`src/rtl/fetch_rv32i_pkg.sv`:
```
// Shared types and constants for the RV32I instruction fetch unit.
package fetch_rv32i_pkg;

  localparam logic [31:0] RESET_PC_DEF = 32'h0000_0000;
  localparam logic [31:0] PC_INC       = 32'd4;
  localparam logic [31:0] ALIGN_MASK   = 32'hFFFF_FFFC;

  typedef enum logic {ST_RESET, ST_RUN} fetch_st_e;

  typedef struct packed {
    logic [31:0] inst;
    logic [31:0] pc;
  } buf_entry_t;

  function automatic logic [31:0] align_pc(input logic [31:0] pc);
    return pc & ALIGN_MASK;
  endfunction

endpackage

```
`src/rtl/fetch_buf.sv`:
```
// Instruction buffer: synchronous FIFO of {inst, pc} entries with flush.
module fetch_buf
  import fetch_rv32i_pkg::*;
#(
  parameter int DEPTH = 2
) (
  input  logic                         i_clk,
  input  logic                         i_rst,
  input  logic                         i_push,
  input  buf_entry_t                   i_push_data,
  input  logic                         i_pop,
  input  logic                         i_flush,
  output buf_entry_t                   o_head,
  output logic [$clog2(DEPTH+1)-1:0]   o_count,
  output logic                         o_empty
);

  localparam int AW = $clog2(DEPTH);
  localparam int CW = $clog2(DEPTH+1);

  buf_entry_t    mem_q [DEPTH];
  buf_entry_t    mem_d [DEPTH];
  logic [AW-1:0] rd_ptr_q, rd_ptr_d;
  logic [AW-1:0] wr_ptr_q, wr_ptr_d;
  logic [CW-1:0] count_q, count_d;
  logic          do_push, do_pop;

  always_comb begin
    do_pop   = i_pop && (count_q != '0);
    do_push  = i_push && ((count_q != CW'(DEPTH)) || do_pop);
    mem_d    = mem_q;
    rd_ptr_d = rd_ptr_q;
    wr_ptr_d = wr_ptr_q;
    count_d  = count_q;
    if (i_flush) begin
      rd_ptr_d = '0;
      wr_ptr_d = '0;
      count_d  = '0;
    end else begin
      if (do_push) begin
        mem_d[wr_ptr_q] = i_push_data;
        wr_ptr_d        = wr_ptr_q + AW'(1);
      end
      if (do_pop) rd_ptr_d = rd_ptr_q + AW'(1);
      count_d = count_q + CW'(do_push) - CW'(do_pop);
    end
  end

  // Storage is cleared on reset so the head reads as zero until the first push.
  always_ff @(posedge i_clk) begin
    if (i_rst) begin
      for (int i = 0; i < DEPTH; i++) mem_q[i] <= '0;
      rd_ptr_q <= '0;
      wr_ptr_q <= '0;
      count_q  <= '0;
    end else begin
      mem_q    <= mem_d;
      rd_ptr_q <= rd_ptr_d;
      wr_ptr_q <= wr_ptr_d;
      count_q  <= count_d;
    end
  end

  assign o_head  = mem_q[rd_ptr_q];
  assign o_count = count_q;
  assign o_empty = (count_q == '0);

endmodule

```
`src/rtl/fetch_rv32i.sv`:
```
// RV32I fetch unit: credit-limited word requests, in-order response buffering,
// and redirect flush with discard of stale in-flight responses.
module fetch_rv32i
  import fetch_rv32i_pkg::*;
#(
  parameter logic [31:0] RESET_PC  = RESET_PC_DEF,
  parameter int          BUF_DEPTH = 2
) (
  input  logic        i_clk,
  input  logic        i_rst,
  output logic        o_imem_req_valid,
  input  logic        i_imem_req_ready,
  output logic [31:0] o_imem_req_addr,
  input  logic        i_imem_rsp_valid,
  input  logic [31:0] i_imem_rsp_data,
  output logic        o_inst_valid,
  input  logic        i_inst_ready,
  output logic [31:0] o_inst,
  output logic [31:0] o_inst_pc,
  input  logic        i_redirect,
  input  logic [31:0] i_redirect_pc
);

  localparam int CW = $clog2(BUF_DEPTH+1);

  fetch_st_e     state_q, state_d;
  logic [31:0]   fetch_pc_q, fetch_pc_d;
  logic [31:0]   rsp_pc_q, rsp_pc_d;
  logic [CW-1:0] inflight_q, inflight_d;
  logic [CW-1:0] drop_q, drop_d;
  logic [CW-1:0] buf_count;
  logic [CW:0]   credit_used;
  logic [31:0]   redir_tgt;
  logic          buf_empty, req_fire, push, pop;
  buf_entry_t    head, push_data;

  // Outstanding requests plus buffered entries never exceed the buffer size,
  // so every response is guaranteed a slot.
  assign credit_used      = {1'b0, inflight_q} + {1'b0, buf_count};
  assign o_imem_req_valid = (state_q == ST_RUN) && (credit_used < (CW+1)'(BUF_DEPTH));
  assign o_imem_req_addr  = fetch_pc_q;

  always_comb begin
    state_d        = ST_RUN;
    redir_tgt      = align_pc(i_redirect_pc);
    req_fire       = o_imem_req_valid && i_imem_req_ready;
    push           = i_imem_rsp_valid && (drop_q == '0) && !i_redirect;
    pop            = o_inst_valid && i_inst_ready && !i_redirect;
    push_data.inst = i_imem_rsp_data;
    push_data.pc   = rsp_pc_q;
    inflight_d     = inflight_q + CW'(req_fire) - CW'(i_imem_rsp_valid);

    // After a redirect every request still outstanding belongs to the old stream.
    if (i_redirect)                           drop_d = inflight_d;
    else if (i_imem_rsp_valid && drop_q != '0) drop_d = drop_q - CW'(1);
    else                                      drop_d = drop_q;

    if (i_redirect)    fetch_pc_d = redir_tgt;
    else if (req_fire) fetch_pc_d = fetch_pc_q + PC_INC;
    else               fetch_pc_d = fetch_pc_q;

    if (i_redirect) rsp_pc_d = redir_tgt;
    else if (push)  rsp_pc_d = rsp_pc_q + PC_INC;
    else            rsp_pc_d = rsp_pc_q;
  end

  always_ff @(posedge i_clk) begin
    if (i_rst) begin
      state_q    <= ST_RESET;
      fetch_pc_q <= RESET_PC;
      rsp_pc_q   <= RESET_PC;
      inflight_q <= '0;
      drop_q     <= '0;
    end else begin
      state_q    <= state_d;
      fetch_pc_q <= fetch_pc_d;
      rsp_pc_q   <= rsp_pc_d;
      inflight_q <= inflight_d;
      drop_q     <= drop_d;
    end
  end

  fetch_buf #(.DEPTH(BUF_DEPTH)) u_buf (
    .i_clk       (i_clk),
    .i_rst       (i_rst),
    .i_push      (push),
    .i_push_data (push_data),
    .i_pop       (pop),
    .i_flush     (i_redirect),
    .o_head      (head),
    .o_count     (buf_count),
    .o_empty     (buf_empty)
  );

  assign o_inst_valid = !buf_empty;
  assign o_inst       = head.inst;
  assign o_inst_pc    = head.pc;

endmodule
```
`config.mk`:
```
export PLATFORM = sky130hd
export DESIGN_NAME = fetch_rv32i
export DESIGN_NICKNAME = d
export VERILOG_FILES = /design/src/rtl/fetch_rv32i_pkg.sv /design/src/rtl/fetch_buf.sv /design/src/rtl/fetch_rv32i.sv
export SDC_FILE = /design/constraint.sdc
export NUM_CORES = 1
export LEC_CHECK = 0
export ABC_CLOCK_PERIOD_IN_PS = 2500
export BUFFER_PORTS_ARGS = -buffer_cell sky130_fd_sc_hd__buf_2
export CAP_MARGIN = 40
export CORE_MARGIN = 2
export CORE_UTILIZATION = 50
export CTS_CLUSTER_SIZE = 25
export DETAILED_ROUTE_END_ITERATION = 10
export HOLD_SLACK_MARGIN = 0.1
export PLACE_DENSITY_LB_ADDON = 0.08
export SLEW_MARGIN = 10
export SYNTH_ARGS = -nofsm -noshare
export SYNTH_HDL_FRONTEND = slang
export SYNTH_SLANG_ARGS = --single-unit
```
`constraint.sdc`:
```
create_clock -name i_clk -period 2.5 [get_ports i_clk]
set_clock_uncertainty 0.15 [all_clocks]
set_input_delay 0.5 -clock i_clk [delete_from_list [all_inputs] [get_ports i_clk]]
set_output_delay 0.5 -clock i_clk [all_outputs]
set_load 0.01 [all_outputs]
```
==> results.sh, run 1 <==
export IMPL_yosys_area_share_simple=0.248
export IMPL_violations="setup timing"
export IMPL_rsz0062_at_grt="true"
export IMPL_drv_slew=0
export IMPL_nNetsFinal=1343
export IMPL_drtPass1Iterations=7
export IMPL_synth_area_leaders="dfxtp_1 (42%), nand2_1 (12%), mux2_2 (7.6%)"
export IMPL_regToRegStartpoint="u_buf.o_count[0]"
export IMPL_drt_initial_drc_count=600
export IMPL_critPathKind="reg2reg"
export IMPL_hold_class="in2reg"
export IMPL_synth_most_common_cell="nand2_1"
export IMPL_grt_usage=0.258
export IMPL_numPortBuffers=161
export IMPL_final_cells=1507
export IMPL_netlist_instances=1115
export IMPL_drive_above_1_share=0.273
export IMPL_grt_pass1_vias=8072
export IMPL_crit_top_cell="ha_4"
export IMPL_holdPathEnd="u_buf.mem_q[41]"
export IMPL_peakVddDrop_mv=0.539
export IMPL_gr_usage_met2=0.433
export IMPL_worst_slack_ps=-118
export IMPL_worst_slew_pin_slew_ps=708
export IMPL_r2r_end="drop_q[1]"
export IMPL_die_y_um=140
export IMPL_clk_pin_slew_worst_paths_ps=80
export IMPL_final_core_util=0.615
export IMPL_synth_adder_area_share=0.0117
export IMPL_critPathRequiredTime_ps=2680
export IMPL_synth_area_mux_share=0.0770
export IMPL_synth_edff_count=0
export IMPL_cts_root_buf="clkbuf_16"
export IMPL_synth_xor_area_frac=0.0219
export IMPL_die_x_um=140
export IMPL_wl_per_cell_um=16.9
export IMPL_syn_mean_instance_area_sq_um=8.24
export IMPL_slowest_stage="fa_1"
export IMPL_synth_top_family_by_area="simple AND/OR/NAND/NOR gates"
export IMPL_cp_num_buf_inv=2
export IMPL_vias_per_cell=5.70
export IMPL_place_hpwl_um=17300
export IMPL_core_sq_um=18000
export IMPL_place_gp_congestion=0.866
export IMPL_htree_levels=4
export IMPL_total_power_uw=7050
export IMPL_worstSetupEndpointType="flop"
export IMPL_cp_cell_sequence="and2_4 > fa_1 > and4bb_2 > inv_6 > ha_4 > inv_2 > ha_4 > xor2_2 > xnor2_1 > nor2_1 > a22o_1"
export IMPL_grt_pass1_wl_um=41400
export IMPL_antenna_found_initial=0
export IMPL_max_slew_margin=0.528
export IMPL_synth_seq_cells=193
export IMPL_start_kind="flop"
export IMPL_synth_cell_types=76
export IMPL_cts_buffer_depth=2
export IMPL_drcViolationCount=0
export IMPL_synth_top_area_cell="dfxtp_1"
export IMPL_synth_main_ff_cell="dfxtp_1"
export IMPL_fillers=1686
export IMPL_async_flop_share=0
export IMPL_cts_tree="yes"
export IMPL_start_util=0.510
export IMPL_dp_cells=1474
export IMPL_p_per_area_nw_per_um2=636
export IMPL_finalSetupViolations=4
export IMPL_syn_cell_area_sq_um=9190
export IMPL_path_max_fanout=2
export IMPL_area_growth_syn_to_layout_pct=20.7
export IMPL_yosys_warnings=0
export IMPL_ys_top_cells_by_count="nand2_1 (287), dfxtp_1 (193), a21oi_1 (128)"
export IMPL_grt_busiest_layer="met2"
export IMPL_cts_sinks=193
export IMPL_drv_cap=0
export IMPL_via_count=8585
export IMPL_worst_path_dominant_cell_family="adder cells"
export IMPL_setup_tns_final_ps=-329
export IMPL_synth_compound_area_frac=0.170
export IMPL_grt_ovfl_total=0
export IMPL_fp_row_count=49
export IMPL_hp_start="i_imem_rsp_data[9]"
export IMPL_pin_count=168
export IMPL_grt_max_degree=68
export IMPL_dp_slack_ps=-169
export IMPL_r2r_slack_ps=-120
export IMPL_use_met1=0.346
export IMPL_status="finished, violations left"
export IMPL_min_delay_path_depth=3
export IMPL_ys_seq_area_frac=0.420
export IMPL_power_leakage_uw=0.00436
export IMPL_antenna_cells=0
export IMPL_fmax_mhz=382
export IMPL_yosysTopAreaCellShare=0.420
export IMPL_cts_made_buffers=17
export IMPL_cp_arrival_ps=2800
export IMPL_fin_crit_sh=1.05
export IMPL_insertion_delay_ps=440
export IMPL_ctsHoldBuffers=0
export IMPL_critical_path_max_stage_delay_ps=450
export IMPL_drtAntennaViolNets=0
export IMPL_hold_viol=0
export IMPL_r2r_cells=11
export IMPL_die_area_sq_um=19500
export IMPL_use_met3=0.0430
export IMPL_period_minus_slack_ps=2620
export IMPL_wirelength_um=25500
==> cell type report <==
class	count	area [sq um]	share of cell area
well taps	229	287	0.0258
repair buffers	215	1320	0.119
clock buffers	18	429	0.0387
clock inverters	14	139	0.0125
inverters	16	65.1	0.00587
multi-input cells	822	4990	0.450
flip-flops and latches	193	3870	0.349
==> tightest hold or removal path: stages <==
cell and delay, ps:
buf_2 100, nand2_1 50, a21oi_1 50
==> kinds of logic (layout without fill, tap and decap cells) <==
kind of cell / after synthesis / after routing
other cells: 1 / 4
fa+ha+maj: 8 / 8
buf+inv: 103 / 263
compound gates: 248 / 248
mux: 63 / 63
flops: 193 / 193
xor+xnor: 23 / 23
simple gates: 476 / 476
==> state kept, by name (all words and copies together), names as in the netlist <==
signal / count
drop_q: 2
inflight_q: 2
o_imem_req_addr: 30
rsp_pc_q: 30
state_q: 1
u_buf.mem_q: 124
u_buf.o_count: 2
u_buf.rd_ptr_q: 1
u_buf.wr_ptr_q: 1
==> stage by stage <==
stage               hold WS (ps)  area (sq um)
floorplan                    283          9220
global placement             289         10400
detailed placement           294         10400
CTS                          138         11000
global route                 142         11100
finish                       153         11100
==> where the power goes <==
group,switching [uW],internal [uW]
sequential,141,3220
combinational,583,450
clock,1330,1330
==> how the worst max path moves through the flow <==
stage                                 from   endpoint  depth (start not counted)
after floorplan              inflight_q[0]  drop_q[1]                         13
after global placement       inflight_q[0]  drop_q[1]                         11
after detailed placement     inflight_q[0]  drop_q[1]                         11
after CTS                 u_buf.o_count[0]  drop_q[1]                         11
after global routing      u_buf.o_count[0]  drop_q[1]                         11
final                     u_buf.o_count[0]  drop_q[1]                         11
==> per-layer routing <==
metal	part of all wire	wire length, um
met1	0.45	11600
met2	0.49	12400
met3	0.047	1200
met4	0.013	329
met5	0	0
==> cell usage in the layout (no fill, tap or decap), types with 15 or more instances in the layout <==
| cell | netlist | routed |
|---|---|---|
| nand2_1 | 287 | 287 |
| o21a_1 | 18 | 18 |
| o21ai_0 | 17 | 16 |
| nor2_1 | 31 | 30 |
| buf_2 | 24 | 160 |
| and4_1 | 15 | 15 |
| a21oi_1 | 128 | 128 |
| clkbuf_16 | 0 | 17 |
| nand4_1 | 30 | 30 |
| buf_4 | 7 | 46 |
| mux2_2 | 62 | 62 |
| dfxtp_1 | 193 | 190 |
| nand3_1 | 26 | 26 |
==> repair_timing <==
item | in CTS | in global routing
setup endpoints to repair | 13 | 21
pin swaps | 11 | 19
buffers inserted | 2 | 1
gates resized for setup | 14 | 12
hold endpoints to repair | 0 | 0
(Power assumes the default switching activity.)
==> run 2, diff against run 1 <==
--- a/config.mk
+++ b/config.mk
@@ -5,11 +5,10 @@
 export SDC_FILE = /design/constraint.sdc
 export NUM_CORES = 1
 export LEC_CHECK = 0
-export ABC_CLOCK_PERIOD_IN_PS = 2500
+export ABC_CLOCK_PERIOD_IN_PS = 2820
 export BUFFER_PORTS_ARGS = -buffer_cell sky130_fd_sc_hd__buf_2
 export CAP_MARGIN = 40
-export CORE_MARGIN = 2
-export CORE_UTILIZATION = 50
+export CORE_UTILIZATION = 56
 export CTS_CLUSTER_SIZE = 25
 export DETAILED_ROUTE_END_ITERATION = 10
 export HOLD_SLACK_MARGIN = 0.1
==> constraint.sdc (replaced) <==
create_clock -name i_clk -period 2.82 [get_ports i_clk]
set_clock_uncertainty 0.15 [all_clocks]
set_input_delay 0.564 -clock i_clk [delete_from_list [all_inputs] [get_ports i_clk]]
set_output_delay 0.564 -clock i_clk [all_outputs]
set_load 0.01 [all_outputs]
==> results.sh, run 2 (synthesis gave the netlist of run 1 again) <==
export IMPL_status="completed"
export IMPL_layout_common_cells="nand2_1 (287), dfxtp_1 (192), buf_2 (160)"
export IMPL_max_slew_margin=0.465
export IMPL_cts_buffer_depth=2
export IMPL_r2r_cells=11
export IMPL_cp_arrival_ps=2880
export IMPL_start_kind="flop"
export IMPL_antenna_cells=0
export IMPL_setup_tns_final_ps=0
export IMPL_cts_tree="yes"
export IMPL_crit_end="drop_q[1]"
export IMPL_hold_viol=0
export IMPL_pin_count=168
export IMPL_largest_reg_flops=124
export IMPL_place_hpwl_um=15200
export IMPL_die_x_um=130
export IMPL_power_leakage_uw=0.00412
export IMPL_crit_start="inflight_q[0]"
export IMPL_drv_cap=0
export IMPL_drive_above_1_share=0.241
export IMPL_place_gp_congestion=0.890
export IMPL_ctsHoldBuffers=0
export IMPL_top_register="u_buf.mem_q"
export IMPL_grt_usage=0.273
export IMPL_hold_class="in2reg"
export IMPL_drt_initial_drc_count=629
export IMPL_r2r_slack_ps=130
export IMPL_cts_resized=0
export IMPL_cts_made_buffers=17
export IMPL_drtAntennaViolNets=0
export IMPL_p_per_area_nw_per_um2=591
export IMPL_cts_setup_buffers=0
export IMPL_antenna_found_initial=0
export IMPL_clk_pin_slew_worst_paths_ps=70
export IMPL_numPortBuffers=161
export IMPL_vias_per_cell=5.67
export IMPL_rsz0062_at_grt="false"
export IMPL_die_y_um=130
export IMPL_worst_slack_ps=125
export IMPL_grt_max_degree=79
export IMPL_peakVddDrop_mv=0.460
export IMPL_dpl_cell_area_sq_um=10100
export IMPL_nNetsFinal=1308
export IMPL_wl_per_cell_um=15.8
export IMPL_worst_slew_pin_slew_ps=803
export IMPL_start_util=0.577
export IMPL_drv_slew=0
export IMPL_final_core_util=0.673
export IMPL_insertion_delay_ps=430
export IMPL_dp_slack_ps=98.8
export IMPL_drtPass1Iterations=5
export IMPL_r2r_end="drop_q[1]"
export IMPL_finalSetupViolations=0
export IMPL_cts_root_buf="clkbuf_16"
export IMPL_stdcell_area_sq_um=10700
export IMPL_regToRegStartpoint="inflight_q[0]"
export IMPL_final_common_cell="nand2_1"
export IMPL_grt_pass1_wl_um=36500
export IMPL_fmax_mhz=371
export IMPL_critPathKind="reg2reg"
export IMPL_critPathRequiredTime_ps=3000
export IMPL_grt_pass1_vias=7313
export IMPL_fin_crit_sh=0.956
export IMPL_cts_sinks=193
export IMPL_holdWs_ps=219
export IMPL_worstSetupEndpointType="flop"
export IMPL_grt_ovfl_total=0
export IMPL_core_sq_um=15900
export IMPL_drcViolationCount=0
export IMPL_period_minus_slack_ps=2690
export IMPL_wirelength_um=23100
export IMPL_path_max_fanout=5
export IMPL_die_area_sq_um=16900
export IMPL_via_count=8279
export IMPL_fp_row_count=46
export IMPL_area_growth_syn_to_layout_pct=16.7
export IMPL_htree_levels=4
run 2: cell type report:
type | count | area, sq um
well taps | 216 | 270
flip-flops and latches | 193 | 3860
inverters | 16 | 65.1
fillers | 1394 | 5220
multi-input cells | 822 | 4870
clock buffers | 18 | 429
repair buffers | 180 | 1030
clock inverters | 14 | 198
run 2: how the worst min path moves through the flow:
stage / from / to / cells past startpoint
6_report: i_imem_rsp_data[3] / u_buf.mem_q[35] / 3
5_1_grt: i_imem_rsp_data[22] / u_buf.mem_q[54] / 3
4_1_cts: i_imem_rsp_data[3] / u_buf.mem_q[99] / 3
3_5_place_dp: u_buf.mem_q[21] / u_buf.mem_q[21] / 2
3_3_place_gp: u_buf.mem_q[54] / u_buf.mem_q[54] / 2
2_1_floorplan: u_buf.mem_q[10] / u_buf.mem_q[10] / 2
run 2: through the flow:
step,cells,total power [uW]
after floorplan,1118,3560
after global placement,1427,3830
after detailed placement,1427,3840
after CTS,1459,6380
after global routing,1459,6600
final,1459,6340
run 2: critical path, stage by stage (launching register included):
cell,delay (ps)
dfxtp_1,310
and2_1,160
fa_1,450
and4bb_2,380
inv_6,50
ha_1,270
inv_1,50
ha_1,150
xor2_1,180
xnor2_1,150
nor2_1,70
a22o_1,220
run 2: power by group:
group | internal, uW | leakage (uW) | switching [uW]
clock network | 1430 | 0.000302 | 1120
logic | 336 | 0.00225 | 460
registers | 2860 | 0.00157 | 137
total | 4620 | 0.00412 | 1720
run 2: per-layer routing:
| metal | up-vias | global-route usage | part of all wire |
|---|---|---|---|
| met2 | 280 | 0.438 | 0.46 |
| met5 | - | 0 | 0 |
| met1 | 3820 | 0.374 | 0.47 |
| met3 | 28 | 0.0390 | 0.059 |
| met4 | 0 | 0.0978 | 0.015 |
| li1 | 4151 | - | - |
